==> config.mk <==
export PLATFORM = sky130hd
export DESIGN_NAME = ram_master
export DESIGN_NICKNAME = d
export VERILOG_FILES = /design/src/rtl/ram_master_pkg.sv /design/src/rtl/ram_master_mem_lane.sv /design/src/rtl/ram_master.sv
export SDC_FILE = /design/constraint.sdc
export NUM_CORES = 1
export LEC_CHECK = 0
export ABC_CLOCK_PERIOD_IN_PS = 8630
export CORE_ASPECT_RATIO = 0.75
export CORE_MARGIN = 8
export CORE_UTILIZATION = 50
export CTS_CLUSTER_SIZE = 14
export DETAILED_ROUTE_END_ITERATION = 8
export MAX_ROUTING_LAYER = met4
export PLACE_DENSITY = 0.82
export SKIP_CTS_REPAIR_TIMING = 1
export SLEW_MARGIN = 20
export SYNTH_ARGS = -nofsm -noshare
export SYNTH_HDL_FRONTEND = slang
export SYNTH_HIERARCHICAL = 1
export SYNTH_SLANG_ARGS = --single-unit
==> constraint.sdc <==
create_clock -name clk -period 8.63 [get_ports clk]
set_clock_uncertainty 0.2 [all_clocks]
set_input_delay 1.2945 -clock clk [delete_from_list [all_inputs] [get_ports clk]]
set_output_delay 1.2945 -clock clk [all_outputs]
set_load 0.005 [all_outputs]
==> src/rtl/ram_master_pkg.sv <==
// Shared encodings for the RAM initiator: access sizes, FSM states and the alignment rule.
package ram_master_pkg;

  localparam logic [1:0] SzByte = 2'b00;
  localparam logic [1:0] SzHalf = 2'b01;
  localparam logic [1:0] SzWord = 2'b10;

  typedef enum logic [2:0] {
    StIdle  = 3'd0,
    StRd    = 3'd1,
    StCapt  = 3'd2,
    StWr    = 3'd3,
    StFault = 3'd4
  } state_e;

  // Size 2'b11 behaves as a word access.
  function automatic logic misaligned(input logic [1:0] size, input logic [1:0] off);
    case (size)
      SzByte:  return 1'b0;
      SzHalf:  return off[0];
      default: return off != 2'b00;
    endcase
  endfunction

endpackage

==> src/rtl/ram_master_mem_lane.sv <==
// Big-endian byte/half lane extraction for loads and lane merge for sub-word stores.
module mem_lane
  import ram_master_pkg::*;
(
  input  logic [31:0] word_i,
  input  logic [31:0] wdata_i,
  input  logic [1:0]  off_i,
  input  logic [1:0]  size_i,
  input  logic        uns_i,
  output logic [31:0] load_o,
  output logic [31:0] merged_o
);

  logic [4:0]  byte_sh;
  logic [4:0]  half_sh;
  logic [7:0]  byte_v;
  logic [15:0] half_v;

  // Offset 0 is the most significant lane.
  assign byte_sh = {~off_i, 3'b000};
  assign half_sh = {~off_i[1], 4'b0000};
  assign byte_v  = word_i[byte_sh +: 8];
  assign half_v  = word_i[half_sh +: 16];

  always_comb begin
    load_o   = word_i;
    merged_o = wdata_i;
    case (size_i)
      SzByte: begin
        load_o                = {{24{byte_v[7] & ~uns_i}}, byte_v};
        merged_o              = word_i;
        merged_o[byte_sh +: 8] = wdata_i[7:0];
      end
      SzHalf: begin
        load_o                  = {{16{half_v[15] & ~uns_i}}, half_v};
        merged_o                = word_i;
        merged_o[half_sh +: 16] = wdata_i[15:0];
      end
      default: ;
    endcase
  end

endmodule

==> src/rtl/ram_master.sv <==
// RAM initiator: turns byte-addressed CPU loads/stores into word RAM cycles,
// with read-modify-write for sub-word stores.
module ram_master
  import ram_master_pkg::*;
#(
  parameter int unsigned ADDR_W = 10,
  parameter int unsigned DATA_W = 32
) (
  input  logic              clk,
  input  logic              rst,
  input  logic              req,
  input  logic              we,
  input  logic [1:0]        size,
  input  logic              uns,
  input  logic [31:0]       addr,
  input  logic [DATA_W-1:0] wdata,
  output logic [DATA_W-1:0] rdata,
  output logic              done,
  output logic              err,
  output logic              busy,
  output logic [ADDR_W-1:0] ram_addr,
  output logic              ram_cs,
  output logic              ram_rd,
  output logic              ram_oe,
  output logic [DATA_W-1:0] ram_wdata,
  input  logic [DATA_W-1:0] ram_rdata
);

  state_e              state_q, state_d;
  logic [ADDR_W+1:0]   addr_q, addr_d;
  logic [1:0]          size_q, size_d;
  logic                we_q, we_d;
  logic                uns_q, uns_d;
  logic [DATA_W-1:0]   wdata_q, wdata_d;
  logic [DATA_W-1:0]   rdata_q, rdata_d;
  logic [DATA_W-1:0]   ram_wdata_q, ram_wdata_d;
  logic                done_q, done_d;
  logic                err_q, err_d;
  logic [DATA_W-1:0]   lane_load;
  logic [DATA_W-1:0]   lane_merged;
  logic                accept;

  // High address bits wrap onto the RAM.
  logic unused_addr;
  assign unused_addr = ^addr[31:ADDR_W+2];

  assign accept = (state_q == StIdle) && req;

  mem_lane u_lane (
    .word_i   (ram_rdata),
    .wdata_i  (wdata_q),
    .off_i    (addr_q[1:0]),
    .size_i   (size_q),
    .uns_i    (uns_q),
    .load_o   (lane_load),
    .merged_o (lane_merged)
  );

  always_ff @(posedge clk or posedge rst) begin
    if (rst) begin
      state_q <= StIdle;
    end else begin
      state_q <= state_d;
    end
  end

  always_comb begin
    state_d = state_q;
    case (state_q)
      StIdle: begin
        if (req) begin
          if (misaligned(size, addr[1:0])) begin
            state_d = StFault;
          end else if (we && size[1]) begin
            state_d = StWr;
          end else begin
            state_d = StRd;
          end
        end
      end
      StRd:    state_d = StCapt;
      StCapt:  state_d = we_q ? StWr : StIdle;
      StWr:    state_d = StIdle;
      StFault: state_d = StIdle;
      default: state_d = StIdle;
    endcase
  end

  always_comb begin
    ram_cs = 1'b0;
    ram_rd = 1'b0;
    ram_oe = 1'b0;
    case (state_q)
      StRd, StCapt: begin
        ram_cs = 1'b1;
        ram_rd = 1'b1;
        ram_oe = 1'b1;
      end
      StWr:    ram_cs = 1'b1;
      default: ;
    endcase
  end

  // Request capture, result registers and completion flags.
  always_comb begin
    addr_d      = addr_q;
    size_d      = size_q;
    we_d        = we_q;
    uns_d       = uns_q;
    wdata_d     = wdata_q;
    rdata_d     = rdata_q;
    ram_wdata_d = ram_wdata_q;
    done_d      = 1'b0;
    err_d       = 1'b0;
    if (accept) begin
      addr_d      = addr[ADDR_W+1:0];
      size_d      = size;
      we_d        = we;
      uns_d       = uns;
      wdata_d     = wdata;
      // Word stores go straight to WR, so the write word is staged here.
      ram_wdata_d = wdata;
    end
    case (state_q)
      StCapt: begin
        if (we_q) begin
          ram_wdata_d = lane_merged;
        end else begin
          rdata_d = lane_load;
          done_d  = 1'b1;
        end
      end
      StWr:    done_d = 1'b1;
      StFault: begin
        done_d = 1'b1;
        err_d  = 1'b1;
      end
      default: ;
    endcase
  end

  always_ff @(posedge clk or posedge rst) begin
    if (rst) begin
      addr_q      <= '0;
      size_q      <= '0;
      we_q        <= 1'b0;
      uns_q       <= 1'b0;
      wdata_q     <= '0;
      rdata_q     <= '0;
      ram_wdata_q <= '0;
      done_q      <= 1'b0;
      err_q       <= 1'b0;
    end else begin
      addr_q      <= addr_d;
      size_q      <= size_d;
      we_q        <= we_d;
      uns_q       <= uns_d;
      wdata_q     <= wdata_d;
      rdata_q     <= rdata_d;
      ram_wdata_q <= ram_wdata_d;
      done_q      <= done_d;
      err_q       <= err_d;
    end
  end

  assign rdata     = rdata_q;
  assign done      = done_q;
  assign err       = err_q;
  assign busy      = state_q != StIdle;
  assign ram_addr  = addr_q[ADDR_W+1:2];
  assign ram_wdata = ram_wdata_q;

endmodule

==> results_dict.tcl <==
set metrics [dict create \
    worst_pin_slew_ps 852.2 \
    fin_util 0.6844 \
    wl_um 20950 \
    rsz0062_at_grt "no" \
    ys.flop_type "dfrtp_1" \
    crit_type "flip-flop to primary output" \
    async_flop_share 1.000 \
    cts_buffer_depth 2 \
    leakage_nw 3.797 \
    finalHoldViolCount 0 \
    ir_worst_vdd_uv 195.6 \
    min_period_ps 3307 \
    fin_nets 932 \
    grt_pass1_vias 5953 \
    drc 0 \
    max_cap_violations 0 \
    clock_sinks 117 \
    drtPass1Iterations 5 \
    finalWeightedCongestion 0.9092 \
    synthesis.nets 804 \
    yosysUniqueCellTypes 51 \
    initial_core_util 0.5119 \
    worstSkewPairLatency_ps 420 \
    slew_viol_final 0 \
    worst_hold_startpoint "addr_q[9]$_DFFE_PP0N_" \
    yosysWarnings 6 \
    period_share 0.3832 \
    synthTopCellsByArea "dfrtp_1, nand2_1, mux2_2" \
    fp.dieW_um 145.6 \
    setup_ws_ps 5323 \
    avgSynthCellArea_um2 9.051 \
    hold_ws_ps 274.0 \
    syn_area_um2 6300 \
    netlist_top_cells_count "nand2_1, dfrtp_1, nor2b_1" \
    required_ps 7140 \
    synth_edf_count 0 \
    setup_viol 0 \
    fin_setup_tns_ps 0 \
    drt_first_iter_violations 756 \
    timing.slew.headroom 0.4319 \
    holdPathStages 2 \
    setup.worst_path.end_class "primary output" \
    worstPathArrival_ps 1810 \
    rr_startpoint "size_q[1]$_DFFE_PP0N_" \
    rows 35 \
    synth.top_cell.area_share 0.4647 \
    root_buffer "clkbuf_16" \
    r2r_end "rdata[13]$_DFFE_PP0P_" \
    ant_nets 0 \
    wl_per_cell_um 20.89 \
    io_pins 183 \
    synth-seq-cells 117 \
    power_mw 3.381 \
    dieHeight_um 113.2 \
    cp-start-kind "flip-flop" \
    cts_made_buffers 17 \
    crit_slowest_cell "dfrtp_1" \
    cp_top_family "flip-flops" \
    syn_to_final_growth_pct 33.68 \
    cp_max_fo 9 \
    drive_above_1_share 0.1075 \
    power_density_nw_per_um2 401.4 \
    antenna_found_initial 0 \
    clk_pin_slew_ps 60 \
    vias_per_cell 5.815 \
    hold_class "flip-flop to flip-flop" \
    synth_top_cell_by_area "dfrtp_1" \
    grt_pass1_wl_um 33000 \
    vias 5832 \
    port_buffers 162 \
    crit_chain "or3_1, clkdlybuf4s50_1" \
    hold_end "addr_q[9]$_DFFE_PP0N_" \
    htree_levels 4 \
    overflow 0 \
    core_um2 12310 \
    diodes 0 \
    track_usage 0.2621 \
    die_area_um2 16480 \
    ys_seq_area_frac 0.4647 \
    rrSetupSlack_ps 5770 \
    n_fill_cell 970 \
    hpwl_um 14790 \
    cts_tree "built" \
    post-place-ws_ps 5111 \
    grt_max_degree 81 \
    clock.fmax_mhz 302.4 \
    critPathMaxStageDelay_ps 510 \
    synth_cells 696 \
    status "completed" \
    yosysMostFrequentCell "nand2_1" \
    crit_buf_inv 1 \
    r2r_cells 6 \
]
==> power by group <==
part           total [mW]  leakage, nW  internal (mW)  switching (mW)
registers            1.04         1.44          0.813           0.229
clock network       0.720        0.283          0.433           0.287
logic                1.62         2.07          0.786           0.833
==> registers in the layout, summed over array words and instances, names as in the netlist <==
signal     flops
we_q           1
ram_wdata     32
err            1
done           1
wdata_q       32
state_q        3
size_q         2
addr_q        12
rdata         32
uns_q          1
==> per-layer routing <==
layer / routed length (µm) / track usage / up-vias
met2: 9163 / 0.3795 / 333
met5: 0 / - / -
li1: - / - / 2646
met1: 9353 / 0.3551 / 2812
met4: 399 / 0.08437 / 0
met3: 2033 / 0.06459 / 41
==> cells by family after synthesis <==
group / after synthesis / synth area share
AOI/OAI and AO/OA: 154 / 0.1684
buffers and inverters: 81 / 0.07170
muxes: 43 / 0.07527
adders and majority gates: 5 / 0.009930
DFF: 117 / 0.4647
and+or+nand+nor: 295 / 0.2085
xor gates and xnor gates: 1 / 0.001391
==> worst max-delay path by stage <==
| stage | start | to | slack (ps) | depth (start not counted) |
|---|---|---|---|---|
| global route | state_q[0]$_DFFE_PP0P_ | ram_rd | 5250 | 3 |
| floorplan | rst | addr_q[0]$_DFFE_PP0N_ | 4030 | 1 |
| global placement | req | ram_wdata[1]$_DFF_PP0_ | 5180 | 5 |
| CTS | state_q[0]$_DFFE_PP0P_ | busy | 5290 | 2 |
| detailed placement | req | ram_wdata[19]$_DFF_PP0_ | 5110 | 5 |
| finish | state_q[0]$_DFFE_PP0P_ | busy | 5320 | 2 |
==> layout by cell type (no fill, tap or decap), types with 6 or more instances in the layout <==
cell / Yosys / layout
a21oi_1: 29 / 29
a21oi_2: 8 / 8
a221o_1: 8 / 8
a221oi_1: 7 / 7
a222oi_1: 7 / 7
a22o_1: 8 / 8
a22oi_1: 19 / 19
a31oi_1: 32 / 32
buf_4: 12 / 6
clkbuf_16: 0 / 17
clkdlybuf4s50_1: 0 / 162
dfrtp_1: 117 / 116
inv_1: 20 / 19
mux2_2: 30 / 30
mux2i_1: 8 / 8
nand2_1: 210 / 210
nor2_1: 18 / 18
nor2b_1: 44 / 44
o21ai_0: 7 / 7
o21ai_1: 18 / 18
==> worst min-delay path, stage by stage, from the launching register on <==
cell and delay [ps]:
dfrtp_1 340, nand2_1 50, nand2_1 50
==> per-stage QoR <==
stage / instance area, µm² / cells
6_report: 8422 / 1003
3_5_place_dp: 7824 / 971
2_1_floorplan: 6300 / 696
3_3_place_gp: 7824 / 971
5_1_grt: 8422 / 1003
4_1_cts: 8422 / 1003
==> final cells by class <==
type                       count  area (µm²)  share of cell area
clock inverter                15       172.7             0.02050
timing repair buffer         168        1667              0.1979
inverter                      22       85.08             0.01010
sequential                   117        2929              0.3478
clock buffer                  17       425.4             0.05051
multi-input combinational    498        2935              0.3485
tap                          166       207.7             0.02466
Note: power is estimated with default switching activity, not from simulation.
